File: src/rtl/axi_wr_to_mem_if.sv
// AXI4 write-channel bundle (AW, W, B) between the HLS kernel master and the bridge.
// Signal names keep the AXI upper-case spelling so hierarchical names read m_axi_data.AWVALID.
interface axi_wr_to_mem_if #(
    parameter int ADDR_BITS = 32,
    parameter int DATA_BITS = 64,
    parameter int ID_BITS   = 1,
    parameter int USER_BITS = 1
);
    // write address channel
    logic                   AWVALID;
    logic                   AWREADY;
    logic [ADDR_BITS-1:0]   AWADDR;
    logic [ID_BITS-1:0]     AWID;
    logic [7:0]             AWLEN;
    logic [2:0]             AWSIZE;
    logic [1:0]             AWBURST;
    logic                   AWLOCK;
    logic [3:0]             AWCACHE;
    logic [2:0]             AWPROT;
    logic [3:0]             AWQOS;
    logic [3:0]             AWREGION;
    logic [USER_BITS-1:0]   AWUSER;

    // write data channel
    logic                   WVALID;
    logic                   WREADY;
    logic [DATA_BITS-1:0]   WDATA;
    logic [DATA_BITS/8-1:0] WSTRB;
    logic                   WLAST;
    logic [ID_BITS-1:0]     WID;
    logic [USER_BITS-1:0]   WUSER;

    // write response channel
    logic                   BVALID;
    logic                   BREADY;
    logic [1:0]             BRESP;
    logic [ID_BITS-1:0]     BID;
    logic [USER_BITS-1:0]   BUSER;

    modport master (
        output AWVALID, AWADDR, AWID, AWLEN, AWSIZE, AWBURST, AWLOCK, AWCACHE,
               AWPROT, AWQOS, AWREGION, AWUSER,
        input  AWREADY,
        output WVALID, WDATA, WSTRB, WLAST, WID, WUSER,
        input  WREADY,
        input  BVALID, BRESP, BID, BUSER,
        output BREADY
    );

    modport slave (
        input  AWVALID, AWADDR, AWID, AWLEN, AWSIZE, AWBURST, AWLOCK, AWCACHE,
               AWPROT, AWQOS, AWREGION, AWUSER,
        output AWREADY,
        input  WVALID, WDATA, WSTRB, WLAST, WID, WUSER,
        output WREADY,
        output BVALID, BRESP, BID, BUSER,
        input  BREADY
    );
endinterface

File: src/rtl/axi_wr_to_mem.sv
// Converts one AXI4 write burst at a time into a single TSIM memory write request
// followed by a pass-through data beat per W beat, then returns the B response.
module axi_wr_to_mem #(
    parameter int MEM_LEN_BITS      = 8,
    parameter int MEM_ADDR_BITS     = 32,
    parameter int MEM_DATA_BITS     = 64,
    parameter int MEM_AXI_ID_BITS   = 1,
    parameter int MEM_AXI_USER_BITS = 1
) (
    input  logic                     clock,
    input  logic                     reset,
    axi_wr_to_mem_if.slave           m_axi_data,
    output logic                     mem_req_valid,
    output logic                     mem_req_opcode,
    output logic [MEM_LEN_BITS-1:0]  mem_req_len,
    output logic [MEM_ADDR_BITS-1:0] mem_req_addr,
    output logic                     mem_wr_valid,
    output logic [MEM_DATA_BITS-1:0] mem_wr_bits
);

    typedef enum logic [1:0] {IDLE, REQ, DATA, RESP} state_t;

    localparam logic [1:0] RESP_OKAY   = 2'b00;
    localparam logic [1:0] RESP_SLVERR = 2'b10;
    localparam logic [2:0] BEAT_SIZE   = 3'd3;

    state_t                     state;
    logic [MEM_ADDR_BITS-1:0]   addr_q;
    logic [MEM_LEN_BITS-1:0]    len_q;
    logic [MEM_AXI_ID_BITS-1:0] id_q;
    logic [MEM_LEN_BITS-1:0]    beat_cnt;
    logic                       err_q;
    logic                       awready_q;
    logic                       wready_q;
    logic                       bvalid_q;
    logic [1:0]                 bresp_q;
    logic                       req_valid_q;
    logic                       beat_err;
    logic                       last_beat;

    // Sideband fields an INCR-only, full-width bridge has no use for.
    wire unused_sideband = &{1'b0, m_axi_data.AWBURST, m_axi_data.AWLOCK,
                             m_axi_data.AWCACHE, m_axi_data.AWPROT, m_axi_data.AWQOS,
                             m_axi_data.AWREGION, m_axi_data.AWUSER, m_axi_data.WID,
                             m_axi_data.WUSER};

    assign last_beat = (beat_cnt == len_q);
    assign beat_err  = (m_axi_data.WSTRB != '1) || (m_axi_data.WLAST != last_beat);

    always_ff @(posedge clock) begin
        // NOTE: every architectural register is cleared here, including the latched
        // burst fields, because mem_req_len/addr and BID are visible outputs that
        // must read 0 straight after reset.
        if (reset) begin
            state       <= IDLE;
            addr_q      <= '0;
            len_q       <= '0;
            id_q        <= '0;
            beat_cnt    <= '0;
            err_q       <= 1'b0;
            awready_q   <= 1'b0;
            wready_q    <= 1'b0;
            bvalid_q    <= 1'b0;
            bresp_q     <= RESP_OKAY;
            req_valid_q <= 1'b0;
        end else begin
            // NOTE: non-blocking assignments throughout so every branch reads the
            // pre-edge value of the state it tests (e.g. err_q when building BRESP).
            unique case (state)
                IDLE: begin
                    awready_q <= 1'b1;
                    if (m_axi_data.AWVALID && awready_q) begin
                        addr_q      <= m_axi_data.AWADDR;
                        len_q       <= m_axi_data.AWLEN;
                        id_q        <= m_axi_data.AWID;
                        beat_cnt    <= '0;
                        err_q       <= (m_axi_data.AWSIZE != BEAT_SIZE);
                        awready_q   <= 1'b0;
                        req_valid_q <= 1'b1;
                        state       <= REQ;
                    end
                end
                REQ: begin
                    req_valid_q <= 1'b0;
                    wready_q    <= 1'b1;
                    state       <= DATA;
                end
                DATA: begin
                    if (m_axi_data.WVALID) begin
                        beat_cnt <= beat_cnt + 1'b1;
                        if (beat_err)
                            err_q <= 1'b1;
                        // The counter, not WLAST, decides where the burst ends.
                        if (last_beat) begin
                            wready_q <= 1'b0;
                            bvalid_q <= 1'b1;
                            bresp_q  <= (err_q || beat_err) ? RESP_SLVERR : RESP_OKAY;
                            state    <= RESP;
                        end
                    end
                end
                RESP: begin
                    if (m_axi_data.BREADY) begin
                        bvalid_q  <= 1'b0;
                        bresp_q   <= RESP_OKAY;
                        awready_q <= 1'b1;
                        state     <= IDLE;
                    end
                end
                default: state <= IDLE;
            endcase
        end
    end

    assign m_axi_data.AWREADY = awready_q;
    assign m_axi_data.WREADY  = wready_q;
    assign m_axi_data.BVALID  = bvalid_q;
    assign m_axi_data.BRESP   = bresp_q;
    assign m_axi_data.BID     = id_q;
    assign m_axi_data.BUSER   = '0;

    assign mem_req_valid  = req_valid_q;
    assign mem_req_opcode = req_valid_q;
    assign mem_req_len    = len_q;
    assign mem_req_addr   = addr_q;

    // Beats are forwarded even in a flagged burst; the error only shows up in BRESP.
    assign mem_wr_valid = m_axi_data.WVALID && wready_q;
    assign mem_wr_bits  = mem_wr_valid ? m_axi_data.WDATA : '0;

endmodule

File: src/flat_wrapper.sv
// flat-port wrapper written by rule: the top's interface ports become plain ports
module axi_wr_to_mem_flat 
#(
    parameter int MEM_LEN_BITS      = 8,
    parameter int MEM_ADDR_BITS     = 32,
    parameter int MEM_DATA_BITS     = 64,
    parameter int MEM_AXI_ID_BITS   = 1,
    parameter int MEM_AXI_USER_BITS = 1
)
  (clock, reset, mem_req_valid, mem_req_opcode, mem_req_len, mem_req_addr, mem_wr_valid, mem_wr_bits, m_axi_data_AWVALID, m_axi_data_AWADDR, m_axi_data_AWID, m_axi_data_AWLEN, m_axi_data_AWSIZE, m_axi_data_AWBURST, m_axi_data_AWLOCK, m_axi_data_AWCACHE, m_axi_data_AWPROT, m_axi_data_AWQOS, m_axi_data_AWREGION, m_axi_data_AWUSER, m_axi_data_AWREADY, m_axi_data_WVALID, m_axi_data_WDATA, m_axi_data_WSTRB, m_axi_data_WLAST, m_axi_data_WID, m_axi_data_WUSER, m_axi_data_WREADY, m_axi_data_BVALID, m_axi_data_BRESP, m_axi_data_BID, m_axi_data_BUSER, m_axi_data_BREADY);
  axi_wr_to_mem_if #(.ADDR_BITS(32), .DATA_BITS(64), .ID_BITS(1), .USER_BITS(1)) m_axi_data_i ();
  input  logic clock;
  input  logic reset;
  output logic mem_req_valid;
  output logic mem_req_opcode;
  output logic [MEM_LEN_BITS-1:0] mem_req_len;
  output logic [MEM_ADDR_BITS-1:0] mem_req_addr;
  output logic mem_wr_valid;
  output logic [MEM_DATA_BITS-1:0] mem_wr_bits;
  input wire logic [$bits(m_axi_data_i.AWVALID)-1:0] m_axi_data_AWVALID;
  input wire logic [$bits(m_axi_data_i.AWADDR)-1:0] m_axi_data_AWADDR;
  input wire logic [$bits(m_axi_data_i.AWID)-1:0] m_axi_data_AWID;
  input wire logic [$bits(m_axi_data_i.AWLEN)-1:0] m_axi_data_AWLEN;
  input wire logic [$bits(m_axi_data_i.AWSIZE)-1:0] m_axi_data_AWSIZE;
  input wire logic [$bits(m_axi_data_i.AWBURST)-1:0] m_axi_data_AWBURST;
  input wire logic [$bits(m_axi_data_i.AWLOCK)-1:0] m_axi_data_AWLOCK;
  input wire logic [$bits(m_axi_data_i.AWCACHE)-1:0] m_axi_data_AWCACHE;
  input wire logic [$bits(m_axi_data_i.AWPROT)-1:0] m_axi_data_AWPROT;
  input wire logic [$bits(m_axi_data_i.AWQOS)-1:0] m_axi_data_AWQOS;
  input wire logic [$bits(m_axi_data_i.AWREGION)-1:0] m_axi_data_AWREGION;
  input wire logic [$bits(m_axi_data_i.AWUSER)-1:0] m_axi_data_AWUSER;
  output wire logic [$bits(m_axi_data_i.AWREADY)-1:0] m_axi_data_AWREADY;
  input wire logic [$bits(m_axi_data_i.WVALID)-1:0] m_axi_data_WVALID;
  input wire logic [$bits(m_axi_data_i.WDATA)-1:0] m_axi_data_WDATA;
  input wire logic [$bits(m_axi_data_i.WSTRB)-1:0] m_axi_data_WSTRB;
  input wire logic [$bits(m_axi_data_i.WLAST)-1:0] m_axi_data_WLAST;
  input wire logic [$bits(m_axi_data_i.WID)-1:0] m_axi_data_WID;
  input wire logic [$bits(m_axi_data_i.WUSER)-1:0] m_axi_data_WUSER;
  output wire logic [$bits(m_axi_data_i.WREADY)-1:0] m_axi_data_WREADY;
  output wire logic [$bits(m_axi_data_i.BVALID)-1:0] m_axi_data_BVALID;
  output wire logic [$bits(m_axi_data_i.BRESP)-1:0] m_axi_data_BRESP;
  output wire logic [$bits(m_axi_data_i.BID)-1:0] m_axi_data_BID;
  output wire logic [$bits(m_axi_data_i.BUSER)-1:0] m_axi_data_BUSER;
  input wire logic [$bits(m_axi_data_i.BREADY)-1:0] m_axi_data_BREADY;
  assign m_axi_data_i.AWVALID = m_axi_data_AWVALID;
  assign m_axi_data_i.AWADDR = m_axi_data_AWADDR;
  assign m_axi_data_i.AWID = m_axi_data_AWID;
  assign m_axi_data_i.AWLEN = m_axi_data_AWLEN;
  assign m_axi_data_i.AWSIZE = m_axi_data_AWSIZE;
  assign m_axi_data_i.AWBURST = m_axi_data_AWBURST;
  assign m_axi_data_i.AWLOCK = m_axi_data_AWLOCK;
  assign m_axi_data_i.AWCACHE = m_axi_data_AWCACHE;
  assign m_axi_data_i.AWPROT = m_axi_data_AWPROT;
  assign m_axi_data_i.AWQOS = m_axi_data_AWQOS;
  assign m_axi_data_i.AWREGION = m_axi_data_AWREGION;
  assign m_axi_data_i.AWUSER = m_axi_data_AWUSER;
  assign m_axi_data_AWREADY = m_axi_data_i.AWREADY;
  assign m_axi_data_i.WVALID = m_axi_data_WVALID;
  assign m_axi_data_i.WDATA = m_axi_data_WDATA;
  assign m_axi_data_i.WSTRB = m_axi_data_WSTRB;
  assign m_axi_data_i.WLAST = m_axi_data_WLAST;
  assign m_axi_data_i.WID = m_axi_data_WID;
  assign m_axi_data_i.WUSER = m_axi_data_WUSER;
  assign m_axi_data_WREADY = m_axi_data_i.WREADY;
  assign m_axi_data_BVALID = m_axi_data_i.BVALID;
  assign m_axi_data_BRESP = m_axi_data_i.BRESP;
  assign m_axi_data_BID = m_axi_data_i.BID;
  assign m_axi_data_BUSER = m_axi_data_i.BUSER;
  assign m_axi_data_i.BREADY = m_axi_data_BREADY;
  axi_wr_to_mem #(.MEM_LEN_BITS(MEM_LEN_BITS), .MEM_ADDR_BITS(MEM_ADDR_BITS), .MEM_DATA_BITS(MEM_DATA_BITS), .MEM_AXI_ID_BITS(MEM_AXI_ID_BITS), .MEM_AXI_USER_BITS(MEM_AXI_USER_BITS)) u_core (.clock(clock), .reset(reset), .m_axi_data(m_axi_data_i), .mem_req_valid(mem_req_valid), .mem_req_opcode(mem_req_opcode), .mem_req_len(mem_req_len), .mem_req_addr(mem_req_addr), .mem_wr_valid(mem_wr_valid), .mem_wr_bits(mem_wr_bits));
endmodule
File: config.mk
export PLATFORM = sky130hd
export DESIGN_NAME = axi_wr_to_mem_flat
export DESIGN_NICKNAME = d
export VERILOG_FILES = /design/src/rtl/axi_wr_to_mem_if.sv /design/src/rtl/axi_wr_to_mem.sv /design/src/flat_wrapper.sv
export SDC_FILE = /design/constraint.sdc
export NUM_CORES = 1
export LEC_CHECK = 0
export CAP_MARGIN = 40
export CORE_AREA = 2 2 100 102
export CTS_CLUSTER_DIAMETER = 60
export CTS_CLUSTER_SIZE = 20
export DETAILED_ROUTE_END_ITERATION = 8
export DIE_AREA = 0 0 102 104
export PLACE_DENSITY = 0.81
export SYNTH_ARGS = -nofsm -noshare
export SYNTH_HDL_FRONTEND = slang
export SYNTH_SLANG_ARGS = --single-unit
export TNS_END_PERCENT = 30
File: constraint.sdc
create_clock -name clock -period 4.1 [get_ports clock]
set_input_delay 0.82 -clock clock [delete_from_list [all_inputs] [get_ports clock]]
set_output_delay 0.82 -clock clock [all_outputs]
set_load 0.005 [all_outputs]
==> Yosys cells after proc, flatten, opt, wreduce, memory -nomap -nowiden <==
Index checks and enable logic that the tools add are counted.
{ "word_totals": {"register_bits": 58, "output_inout_bits": 114, "input_bits": 143} }
{ "op_classes": {"eq_ne": 12, "mux": 29, "add_sub_neg": 1, "reduce_logical": 18} }
{ "op_table": {"columns": ["operator", "n"], "rows": [
  ["64-bit two-way mux", 1],
  ["8-bit two-way mux", 2],
  ["8-bit one-hot mux with 2 select lines", 1],
  ["2-bit two-way mux", 7],
  ["4-bit AND reduction", 3],
  ["1-bit two-way mux", 11],
  ["1-bit one-hot mux with 2 select lines", 5],
  ["2-bit nonzero test", 5],
  ["8-bit by 1-bit adder with 8-bit output (second input constant)", 1],
  ["8-bit == test", 1],
  ["8-bit inequality test (second input constant)", 1],
  ["2-bit one-hot mux with 4 select lines", 1],
  ["2-bit by 1-bit inequality test with 1-bit output (second input constant)", 3],
  ["2-bit AND reduction", 3],
  ["3-bit AND reduction", 2],
  ["2-bit == test (second input constant)", 2],
  ["2-bit inequality test (second input constant)", 2],
  ["2-bit one-hot mux with 2 select lines", 1],
  ["3-bit by 2-bit inequality test with 1-bit output (second input constant)", 1],
  ["2-bit by 1-bit == test with 1-bit output (second input constant)", 1],
  ["1-bit logical AND", 2],
  ["2-bit logical NOT", 1],
  ["1-bit logical OR", 2],
  ["1-bit inequality test", 1]
]} }

==> Depth between registers and ports, before layout <==
Gate-level depths: netlist (run 1).
{ "depth": {"ltp_word": 8, "depth_mapped": 8} }

==> Worst setup path after synthesis (run 1) <==
Ideal clock, no wire load.
{ "synth_timing": {"kind": "in2out", "from": "input port m_axi_data_WVALID", "to": "output port mem_wr_bits[35]", "path_slack_ns": 1.584, "arrival_time_ns": 1.696, "path_stages": 4, "required_time_ns": 3.280, "path_cell_list": "clkbuf_1 clkbuf_1 clkbuf_1 and3_1"} }
{ "synth_between": {"elab_chain_cells": 2} }
{ "synth_lines": {"columns": ["element", "line_no", "rtl"], "rows": [
  ["start: declaration", "flat_wrapper.sv:33", "input wire logic [$bits(m_axi_data_i.WVALID)-1:0] m_axi_data_WVALID;"],
  ["1-bit logical AND", "axi_wr_to_mem.sv:128", "assign mem_wr_valid = m_axi_data.WVALID && wready_q;"],
  ["64-bit two-way mux", "axi_wr_to_mem.sv:129", "assign mem_wr_bits = mem_wr_valid ? m_axi_data.WDATA : '0;"],
  ["end: declaration", "flat_wrapper.sv:19", "output logic [MEM_DATA_BITS-1:0] mem_wr_bits;"]
]} }
Every way passes these cells.

==> Worst setup path in the final report (run 1) <==
{ "layout_timing": {"from": "input port m_axi_data_WVALID", "to": "output port mem_wr_bits[45]"} }
The elaborated chain is that of the path after synthesis.

==> results of run 1 <==
power by group through the flow:
| stage | registers (mW) | logic (mW) | clock network, mW |
|---|---|---|---|
| after global placement | 0.717 | 0.997 | 0 |
| after detailed placement | 0.722 | 1.02 | 0 |
| after floorplan | 0.723 | 0.533 | 0 |
| after CTS | 0.711 | 1.03 | 0.457 |
| after global routing | 0.721 | 1.12 | 0.479 |
| final | 0.709 | 1.02 | 0.444 |
worst max-delay path: cells and delay by family:
| kind | cells | cell delay, ns |
|---|---|---|
| buffers and inverters | 2 | 1.17 |
| and+or+nand+nor | 1 | 0.28 |
cells by family (layout without fill, tap and decap cells):
group / after synthesis / in the layout / synth area share
buffers and inverters: 46 / 263 / 0.0713
multiplexers: 2 / 2 / 0.00651
XOR/XNOR: 10 / 10 / 0.0542
AND/OR/NAND/NOR: 193 / 193 / 0.330
other: 1 / 2 / 0.00122
adder cells (fa/ha/maj): 5 / 5 / 0.0204
AO/OA/AOI/OAI: 72 / 72 / 0.145
flip-flops: 57 / 57 / 0.371
flip-flops by register name, indices dropped and copies added, names as in the netlist:
name	count
u_core.mem_req_len	8
u_core.m_axi_data.BRESP	1
u_core.state	2
u_core.m_axi_data.AWREADY	1
u_core.mem_req_opcode	1
u_core.m_axi_data.BVALID	1
u_core.err_q	1
u_core.m_axi_data.WREADY	1
u_core.m_axi_data.BID	1
u_core.beat_cnt	8
u_core.mem_req_addr	32
layer usage:
layer	vias to the layer above	GRT usage	share of wire
met2	159	0.362	0.52
met5	-	0	0
met3	17	0.0706	0.10
met1	1613	0.192	0.36
li1	1746	-	-
met4	0	0.0686	0.018
worst max-delay path by stage:
stage | slack (ns) | startpoint | cells after the start | to
6_report | 0.99 | m_axi_data_WVALID | 3 | mem_wr_bits[45]
5_1_grt | 0.91 | m_axi_data_WVALID | 3 | mem_wr_bits[26]
4_1_cts | 1.00 | m_axi_data_WVALID | 3 | mem_wr_bits[29]
3_5_place_dp | 1.01 | m_axi_data_WVALID | 3 | mem_wr_bits[29]
3_3_place_gp | 1.05 | m_axi_data_WVALID | 3 | mem_wr_bits[26]
2_1_floorplan | 1.58 | m_axi_data_WVALID | 4 | mem_wr_bits[35]
layout make-up:
| class | count | area, µm² | share of cell area |
|---|---|---|---|
| Clock buffer | 12 | 145 | 0.0259 |
| Clock inverter | 3 | 17.5 | 0.00313 |
| Inverter | 10 | 37.5 | 0.00671 |
| Multi-Input combinational cell | 284 | 1720 | 0.307 |
| Sequential cell | 57 | 1140 | 0.204 |
| Tap cell | 133 | 166 | 0.0297 |
| Timing Repair Buffer | 238 | 2370 | 0.424 |
placed cells by master (no fill, tap or decap), drive strengths merged, types with 3 or more instances in the layout:
master	instances
a21oi	48
a31o	4
and3	66
buf	7
clkbuf	12
clkdlybuf4s50	231
dfxtp	57
ha	5
inv	10
nand2	87
nand2b	4
nand3	3
nand4	8
nor2	9
nor2b	3
o21ai	3
o31ai	3
xnor2	10
==> run_results.csv, run 1 <==
group,metric,value,unit
sta,maxSlewHeadroom,0.449,
cells_and_area,final_cell_count_no_fill,737,
clock_network,clkTransAtPathRegs,0.06,ns
clock_network,root_buffer,"clkbuf_8",
logic_synthesis,ys_warn_count,0,
power_and_ir_drop,switching_share,0.343,
cells_and_area,fin_area,5600,µm²
cells_and_area,synthToLayoutAreaGrowth,82.1,%
placement,dp_hpwl,8.26,mm
setup_path,critical_path.cell_chain,"buf_2 > and3_1 > clkdlybuf4s50_1",
run_status,status,"finished clean",
sta,whs,0.452,ns
routing,drt.antenna.violating_nets,0,
logic_synthesis,ys_types,50,
setup_path,timing_worst_setup_path_type,"primary input to output pin",
setup_path,cp_slowest_cell,"buf_2",
grt,grt-ovfl-total,0,
power_and_ir_drop,p_comb_frac,0.469,
hold_path,whs_endpoint,"u_core.mem_req_addr[9]",
sta,setup_viol,0,
setup_path,cpPeakStageDelay,0.63,ns
setup_path,cp-end-kind,"output pin",
routing,num_vias,3535,
die,chipWidth,102,µm
logic_synthesis,synth-seq-cells,57,
grt,track_usage,0.194,
job,drv_cap,0,
logic_synthesis,synth_edf_count,0,
logic_synthesis,ys_seq_area_frac,0.371,
setup_path,cp_data_required_time,3.28,ns
power_and_ir_drop,switchingPower,0.746,mW
logic_synthesis,synth.cell_area,3070,µm²
sta,clock-skew-final,0.00687,ns
routing,firstDrtPassIters,5,
sta,setup_tns,0,ns
setup_path,startpoint_type,"primary input",
power_and_ir_drop,total_power,2.17,mW
placement,preCtsSetupSlack,1.01,ns
sta,finalWorstSetupSlack,0.994,ns
cells_and_area,num_antenna_cells,0,
setup_path,rr_worst_depth,6,
power_and_ir_drop,peakVddDrop,0.000256,V
logic_synthesis,syn_avg_cell_area,7.96,µm²
placement,finalWeightedCongestion,0.796,
routing,initialDrtViolationCount,199,
setup_path,r2r_start,"u_core.state[0]",
placement,post_dp_cell_area,5430,µm²
routing,vias_per_cell,4.80,
clock_network,numClockSinks,57,
clock_network,post_cts_buffers,0,
hold_path,hp-start,"u_core.mem_req_addr[9]",
sta,grt_setup_unrepaired,"false",
grt,grt_pass1_wl,16.4,mm
logic_synthesis,synth_most_common_cell,"nand2_1",
cells_and_area,num-fill-cells,827,
hold_path,holdPathStages,2,
logic_synthesis,synth_top_area_frac,0.371,
clock_network,htree_levels,3,
clock_network,cts_tree,"done",
die,core_area,9550,µm²
grt,antenna_found_initial,0,
cells_and_area,drive_above_1_share,0.0613,
setup_path,reg2reg_to,"u_core.mem_req_addr[1]",
logic_synthesis,synth_top_flop_cell,"dfxtp_1",
power_and_ir_drop,p_int,1.43,mW
routing,wl_per_cell,14.6,µm
clock_network,clock_latency,0.33,ns
setup_path,reg2reg_slack,1.94,ns
clock_network,numCtsBuffers,9,
clock_network,hold_buffers,0,
die,start_util,0.322,
sta,min_period,3.11,ns
routing,drc_errors,0,
hold_path,hold_class,"flop to flop",
logic_synthesis,synthCells,386,
logic_synthesis,synth_top_cell_by_area,"dfxtp_1",
placement,dpl.cell_count,722,
setup_path,arrival,2.29,ns
sta,final.period_utilization,0.758,
power_and_ir_drop,power_per_cell_area,388,nW/µm²
logic_synthesis,netlist_top_cells_area,"dfxtp_1, and3_1, nand2_1, a21oi_1, clkbuf_1",
placement,placement.io_buffers,233,
power_and_ir_drop,p_leak,2.18,nW
grt,grt_max_degree,68,
sta,slew_violations,0,
logic_synthesis,netlist_top_cells_count,"nand2_1, and3_1, dfxtp_1",
clock_network,cts.repair.resized,0,
die,fp.dieH,104,µm
sta,fmax,0.322,GHz
die,rows,36,
grt,first_global_vias,3327,
die,dieArea,10600,µm²
setup_path,critPathMaxFanout,66,
routing,wirelength,10.7,mm
power_and_ir_drop,clock_power_share,0.204,
power_and_ir_drop,seq_power_share,0.326,
sta,tightest_slew,0.827,ns
clock_network,clockBufferDepth,2,
logic_synthesis,async_flop_share,0,
cells_and_area,final_core_util,0.586,
sta,hold_violations,0,
die,io_pins,257,
cells_and_area,fin_nets,748,
(Power assumes the default switching activity.)
==> run 2: changes to the inputs <==
==> constraint.sdc (replaced) <==
create_clock -name clock -period 3.1 [get_ports clock]
set_input_delay 0.62 -clock clock [delete_from_list [all_inputs] [get_ports clock]]
set_output_delay 0.62 -clock clock [all_outputs]
set_load 0.005 [all_outputs]
==> run 2 against run 1 <==
Net effect:
- non-clock buffer count rose by 2
- largest power group unchanged
- count of clock-buffer cells in the layout did not move
- die area is the same
- core utilization increased by 0.83 points
- flip-flop and latch count unchanged
- critical path depth rose by 1
==> run_results.csv, run 2 (synthesis results as in run 1) <==
group,metric,value,unit
die,start_util,0.322,
routing,wirelength,11.0,mm
power_and_ir_drop,switchingPower,1.02,mW
sta,whs,0.451,ns
placement,dp_hpwl,8.43,mm
clock_network,post_cts_buffers,0,
clock_network,cts.repair.resized,0,
setup_path,crit_end,"mem_wr_bits[62]",
placement,dpl.cell_count,724,
clock_network,numCtsBuffers,9,
setup_path,timing_worst_setup_path_type,"primary input to output pin",
power_and_ir_drop,p_int,2.10,mW
grt,grt-ovfl-total,0,
cells_and_area,fin_nets,750,
placement,finalWeightedCongestion,0.761,
grt,grt_pass1_wl,16.6,mm
setup_path,cp-end-kind,"output pin",
setup_path,arrival,1.98,ns
routing,initialDrtViolationCount,165,
clock_network,clock_latency,0.33,ns
power_and_ir_drop,p_comb_frac,0.437,
placement,placement.io_buffers,233,
setup_path,cp_data_required_time,2.48,ns
die,core_area,9550,µm²
sta,slew_violations,0,
sta,setup_viol,0,
grt,first_global_vias,3352,
clock_network,hold_buffers,0,
clock_network,root_buffer,"clkbuf_8",
power_and_ir_drop,peakVddDrop,0.000401,V
cells_and_area,final_cell_count_no_fill,740,
sta,maxSlewHeadroom,0.606,
routing,firstDrtPassIters,4,
clock_network,clockBufferDepth,2,
setup_path,cp_slowest_cell,"clkdlybuf4s50_1",
grt,antenna_found_initial,0,
die,chipWidth,102,µm
routing,wl_met2,5.82,mm
routing,drt.antenna.violating_nets,0,
routing,drc_errors,0,
setup_path,r2r_start,"u_core.state[0]",
setup_path,reg2reg_slack,1.28,ns
power_and_ir_drop,switching_share,0.327,
sta,finalWorstSetupSlack,0.501,ns
sta,clock-skew-final,0.00878,ns
die,rows,36,
setup_path,startpoint,"m_axi_data_WVALID",
power_and_ir_drop,total_power,3.12,mW
sta,setup_tns,0,ns
die,dieArea,10600,µm²
cells_and_area,synthToLayoutAreaGrowth,84.7,%
routing,top_layer,"met4",
die,io_pins,257,
setup_path,crit_family,"buffers and inverters",
hold_path,hold_class,"flop to flop",
setup_path,rr_worst_depth,6,
grt,grt_max_degree,65,
cells_and_area,final-seq-area,1140,µm²
setup_path,cp_num_buf_inv,3,
setup_path,crit_cells,4,
routing,wl_per_cell,14.9,µm
job,drv_cap,0,
sta,grt_setup_unrepaired,"false",
cells_and_area,final_cell_mix,"clkdlybuf4s50_1, nand2_1, and3_1",
run_status,status,"finished clean",
grt,track_usage,0.195,
setup_path,critPathMaxFanout,51,
routing,met1Wirelength,3.91,mm
sta,tightest_slew,0.592,ns
routing,vias_per_cell,4.80,
sta,hold_violations,0,
setup_path,reg2reg_to,"u_core.beat_cnt[2]",
placement,preCtsSetupSlack,0.503,ns
routing,wl_met3,1.08,mm
cells_and_area,largest_reg_flops,32,
clock_network,numClockSinks,57,
sta,final.period_utilization,0.839,
routing,num_vias,3552,
die,fp.dieH,104,µm
sta,fmax,0.385,GHz
cells_and_area,final_common_cell,"clkdlybuf4s50_1",
setup_path,critical_path.cell_chain,"buf_2 > buf_4 > and3_1 > clkdlybuf4s50_1",
clock_network,cts_tree,"done",
cells_and_area,drive_above_1_share,0.0692,
cells_and_area,num-fill-cells,829,
clock_network,htree_levels,3,
clock_network,clkTransAtPathRegs,0.06,ns
power_and_ir_drop,power_per_cell_area,550,nW/µm²
power_and_ir_drop,seq_power_share,0.302,
power_and_ir_drop,clock_power_share,0.261,
setup_path,cpPeakStageDelay,0.51,ns
sta,min_period,2.60,ns
hold_path,holdPathStages,2,
cells_and_area,multiInputGateArea,1720,µm²
power_and_ir_drop,p_leak,2.23,nW
cells_and_area,num_antenna_cells,0,
setup_path,startpoint_type,"primary input",
## run 2: changes by cell type in the layout (fill, tap and decap cells not counted)
cell,previous run,this run
buf_12,1,0
buf_4,4,7
bufinv_16,0,2
clkbuf_1,2,0
clkbuf_8,10,12
clkinv_2,2,1
clkinv_4,0,1
clkinvlp_4,1,0
## run 2: layer usage
metal,global-route usage,vias up
li1,-,1747
met1,0.199,1627
met2,0.368,157
met3,0.0618,21
met4,0.0638,0
met5,0,-
## run 2: worst min-delay path: stages (launching register included)
cell and delay, ns:
dfxtp_1 0.30, nand2_1 0.05, a21oi_1 0.05
## run 2: worst min path at each step
stage / from / end / slack, ns
3_3_place_gp: u_core.mem_req_addr[28] / u_core.mem_req_addr[28] / 0.44
6_report: u_core.mem_req_addr[17] / u_core.mem_req_addr[17] / 0.45
2_1_floorplan: u_core.m_axi_data.BID / u_core.m_axi_data.BID / 0.45
3_5_place_dp: u_core.mem_req_addr[6] / u_core.mem_req_addr[6] / 0.45
5_1_grt: u_core.mem_req_addr[27] / u_core.mem_req_addr[27] / 0.47
4_1_cts: u_core.mem_req_addr[18] / u_core.mem_req_addr[18] / 0.45
## run 2: final cells by class
cell class / count / share of cell area
clock buffer: 12 / 0.0291
clock inverter: 4 / 0.0130
inverter: 10 / 0.00661
multi-input combinational: 284 / 0.302
sequential: 57 / 0.201
tap: 133 / 0.0293
timing repair buffer: 240 / 0.418
## run 2: power by group through the flow
stage          Clock (mW)  Combinational, mW  Sequential [mW]
2_1_floorplan           0              0.705            0.956
3_3_place_gp            0               1.33            0.952
3_5_place_dp            0               1.36            0.958
4_1_cts             0.834               1.37            0.944
5_1_grt             0.871               1.48            0.959
6_report            0.816               1.37            0.943
## run 2: per-stage QoR
| stage | utilization | area, µm² |
|---|---|---|
| finish | 0.594 | 5680 |
| global placement | 0.569 | 5440 |
| CTS | 0.594 | 5680 |
| detailed placement | 0.569 | 5440 |
| floorplan | - | 3080 |
| global route | 0.594 | 5680 |
==> run 3: changes to the inputs <==
==> constraint.sdc (replaced) <==
create_clock -name clock -period 2.59 [get_ports clock]
set_input_delay 0.518 -clock clock [delete_from_list [all_inputs] [get_ports clock]]
set_output_delay 0.518 -clock clock [all_outputs]
set_load 0.005 [all_outputs]
==> run 3 against run 2 <==
Net effect:
- first-iteration DRC count increased by 9.7%
- die area unchanged
- routed wire length increased by 0.17%
- sequential share of layout area up 0.18 points
- largest cell class unchanged
- global-route usage grew 0.37 points
- via count shrank 0.79%
- combinational power up 21%
- design area is 0.90% lower
- worst hold slack better by 0.0029 ns
- critical path depth down 1
- count of clock-buffer cells in the layout did not move
- critical endpoint is now mem_wr_bits[9]
==> run_results.csv, run 3 (synthesis results as in run 1) <==
group,metric,value,unit
grt,grt-ovfl-total,0,
clock_network,post_cts_buffers,0,
cells_and_area,fin_nets,750,
clock_network,clkTransAtPathRegs,0.07,ns
cells_and_area,final_common_cell,"clkdlybuf4s50_1",
setup_path,cp_num_buf_inv,2,
clock_network,root_buffer,"clkbuf_8",
power_and_ir_drop,p_leak,2.20,nW
die,start_util,0.322,
sta,slew_violations,0,
grt,grt_pass1_wl,16.8,mm
die,chipWidth,102,µm
sta,final.period_utilization,0.884,
cells_and_area,num-fill-cells,846,
clock_network,htree_levels,3,
sta,clock-skew-final,0.00640,ns
die,io_pins,257,
hold_path,hold_class,"flop to flop",
sta,hold_violations,0,
die,dieArea,10600,µm²
setup_path,startpoint_type,"flop",
grt,track_usage,0.199,
routing,drc_errors,0,
setup_path,critPathMaxFanout,64,
setup_path,critical_path.cell_chain,"buf_12 > and3_1 > clkdlybuf4s50_1",
sta,fmax,0.437,GHz
routing,firstDrtPassIters,4,
placement,finalWeightedCongestion,0.790,
setup_path,cp_data_required_time,2.07,ns
sta,setup_tns,0,ns
grt,first_global_vias,3424,
cells_and_area,drive_above_1_share,0.0644,
setup_path,cpPeakStageDelay,0.54,ns
sta,maxSlewHeadroom,0.615,
setup_path,timing_worst_setup_path_type,"flop to output pin",
die,fp.dieH,104,µm
setup_path,arrival,1.77,ns
clock_network,numClockSinks,57,
clock_network,clockBufferDepth,2,
cells_and_area,final_core_util,0.589,
clock_network,hold_buffers,0,
routing,wl_per_cell,14.9,µm
placement,dp_hpwl,8.49,mm
cells_and_area,largest_reg_flops,32,
run_status,status,"finished clean",
cells_and_area,num_antenna_cells,0,
routing,vias_per_cell,4.77,
setup_path,cp_slowest_cell,"clkdlybuf4s50_1",
die,rows,36,
sta,setup_viol,0,
routing,initialDrtViolationCount,181,
clock_network,clock_latency,0.34,ns
sta,min_period,2.29,ns
job,drv_cap,0,
placement,placement.io_buffers,233,
routing,wirelength,11.0,mm
setup_path,crit_family,"buffers and inverters",
sta,tightest_slew,0.578,ns
cells_and_area,synthToLayoutAreaGrowth,83.0,%
cells_and_area,final_cell_mix,"clkdlybuf4s50_1, nand2_1, and3_1",
setup_path,cp-end-kind,"output pin",
routing,drt.antenna.violating_nets,0,
grt,grt_max_degree,65,
clock_network,cts_tree,"done",
clock_network,cts.repair.resized,0,
routing,num_vias,3524,
die,core_area,9550,µm²
sta,grt_setup_unrepaired,"false",
power_and_ir_drop,peakVddDrop,0.000378,V
clock_network,numCtsBuffers,9,
grt,antenna_found_initial,0,
power_and_ir_drop,power_per_cell_area,624,nW/µm²
[run 3: cell count changes in the layout (fill, tap and decap cells not counted)]
cell and delta:
buf_12 +2, buf_4 -2, bufinv_16 -2, clkbuf_1 +2, clkbuf_8 -2, clkinv_2 +1
clkinv_4 -1, clkinvlp_4 +1
[run 3: cell type report]
cell class              instances  area (µm²)  area share
repair buffers                240        2400       0.427
multi-input cells             284        1720       0.305
flip-flops and latches         57        1140       0.203
well taps                     133         166      0.0296
clock buffers                  12         145      0.0258
inverters                      10        37.5     0.00667
clock inverters                 3        17.5     0.00311
[run 3: final timing paths]
path,slack (ns),from,cells past startpoint,endpoint
max,0.30,u_core.m_axi_data.WREADY,3,mem_wr_bits[9]
min,0.45,u_core.mem_req_addr[12],2,u_core.mem_req_addr[12]
max reg2reg,0.76,u_core.state[0],6,u_core.beat_cnt[7]
min reg2reg,0.45,u_core.mem_req_addr[12],2,u_core.mem_req_addr[12]
[run 3: through the flow]
step | power, mW | std cells | cell area, µm² | worst slack [ns] | hold WS [ns]
3_5_place_dp | 2.81 | 724 | 5460 | 0.315 | 0.447
6_report | 3.51 | 739 | 5620 | 0.300 | 0.454
5_1_grt | 3.72 | 739 | 5620 | 0.236 | 0.473
4_1_cts | 3.54 | 739 | 5620 | 0.269 | 0.455
2_1_floorplan | 1.99 | 387 | 3080 | 0.678 | 0.453
3_3_place_gp | 2.76 | 724 | 5460 | 0.347 | 0.441
[run 3: report_power, final]
group	leakage (nW)	switching [mW]	internal (mW)
combinational	1.65	0.756	0.901
sequential	0.463	0.114	1.02
clock	0.0822	0.352	0.365
[run 3: worst min-delay path: stages (launching register included)]
cell and delay [ns]:
dfxtp_1 0.31, nand2_1 0.05, a21oi_1 0.05
[run 3: per-layer routing]
layer	GRT usage	wire [µm]
met1	0.199	3990
met2	0.377	5790
met3	0.0578	1020
met4	0.0762	231
met5	0	0
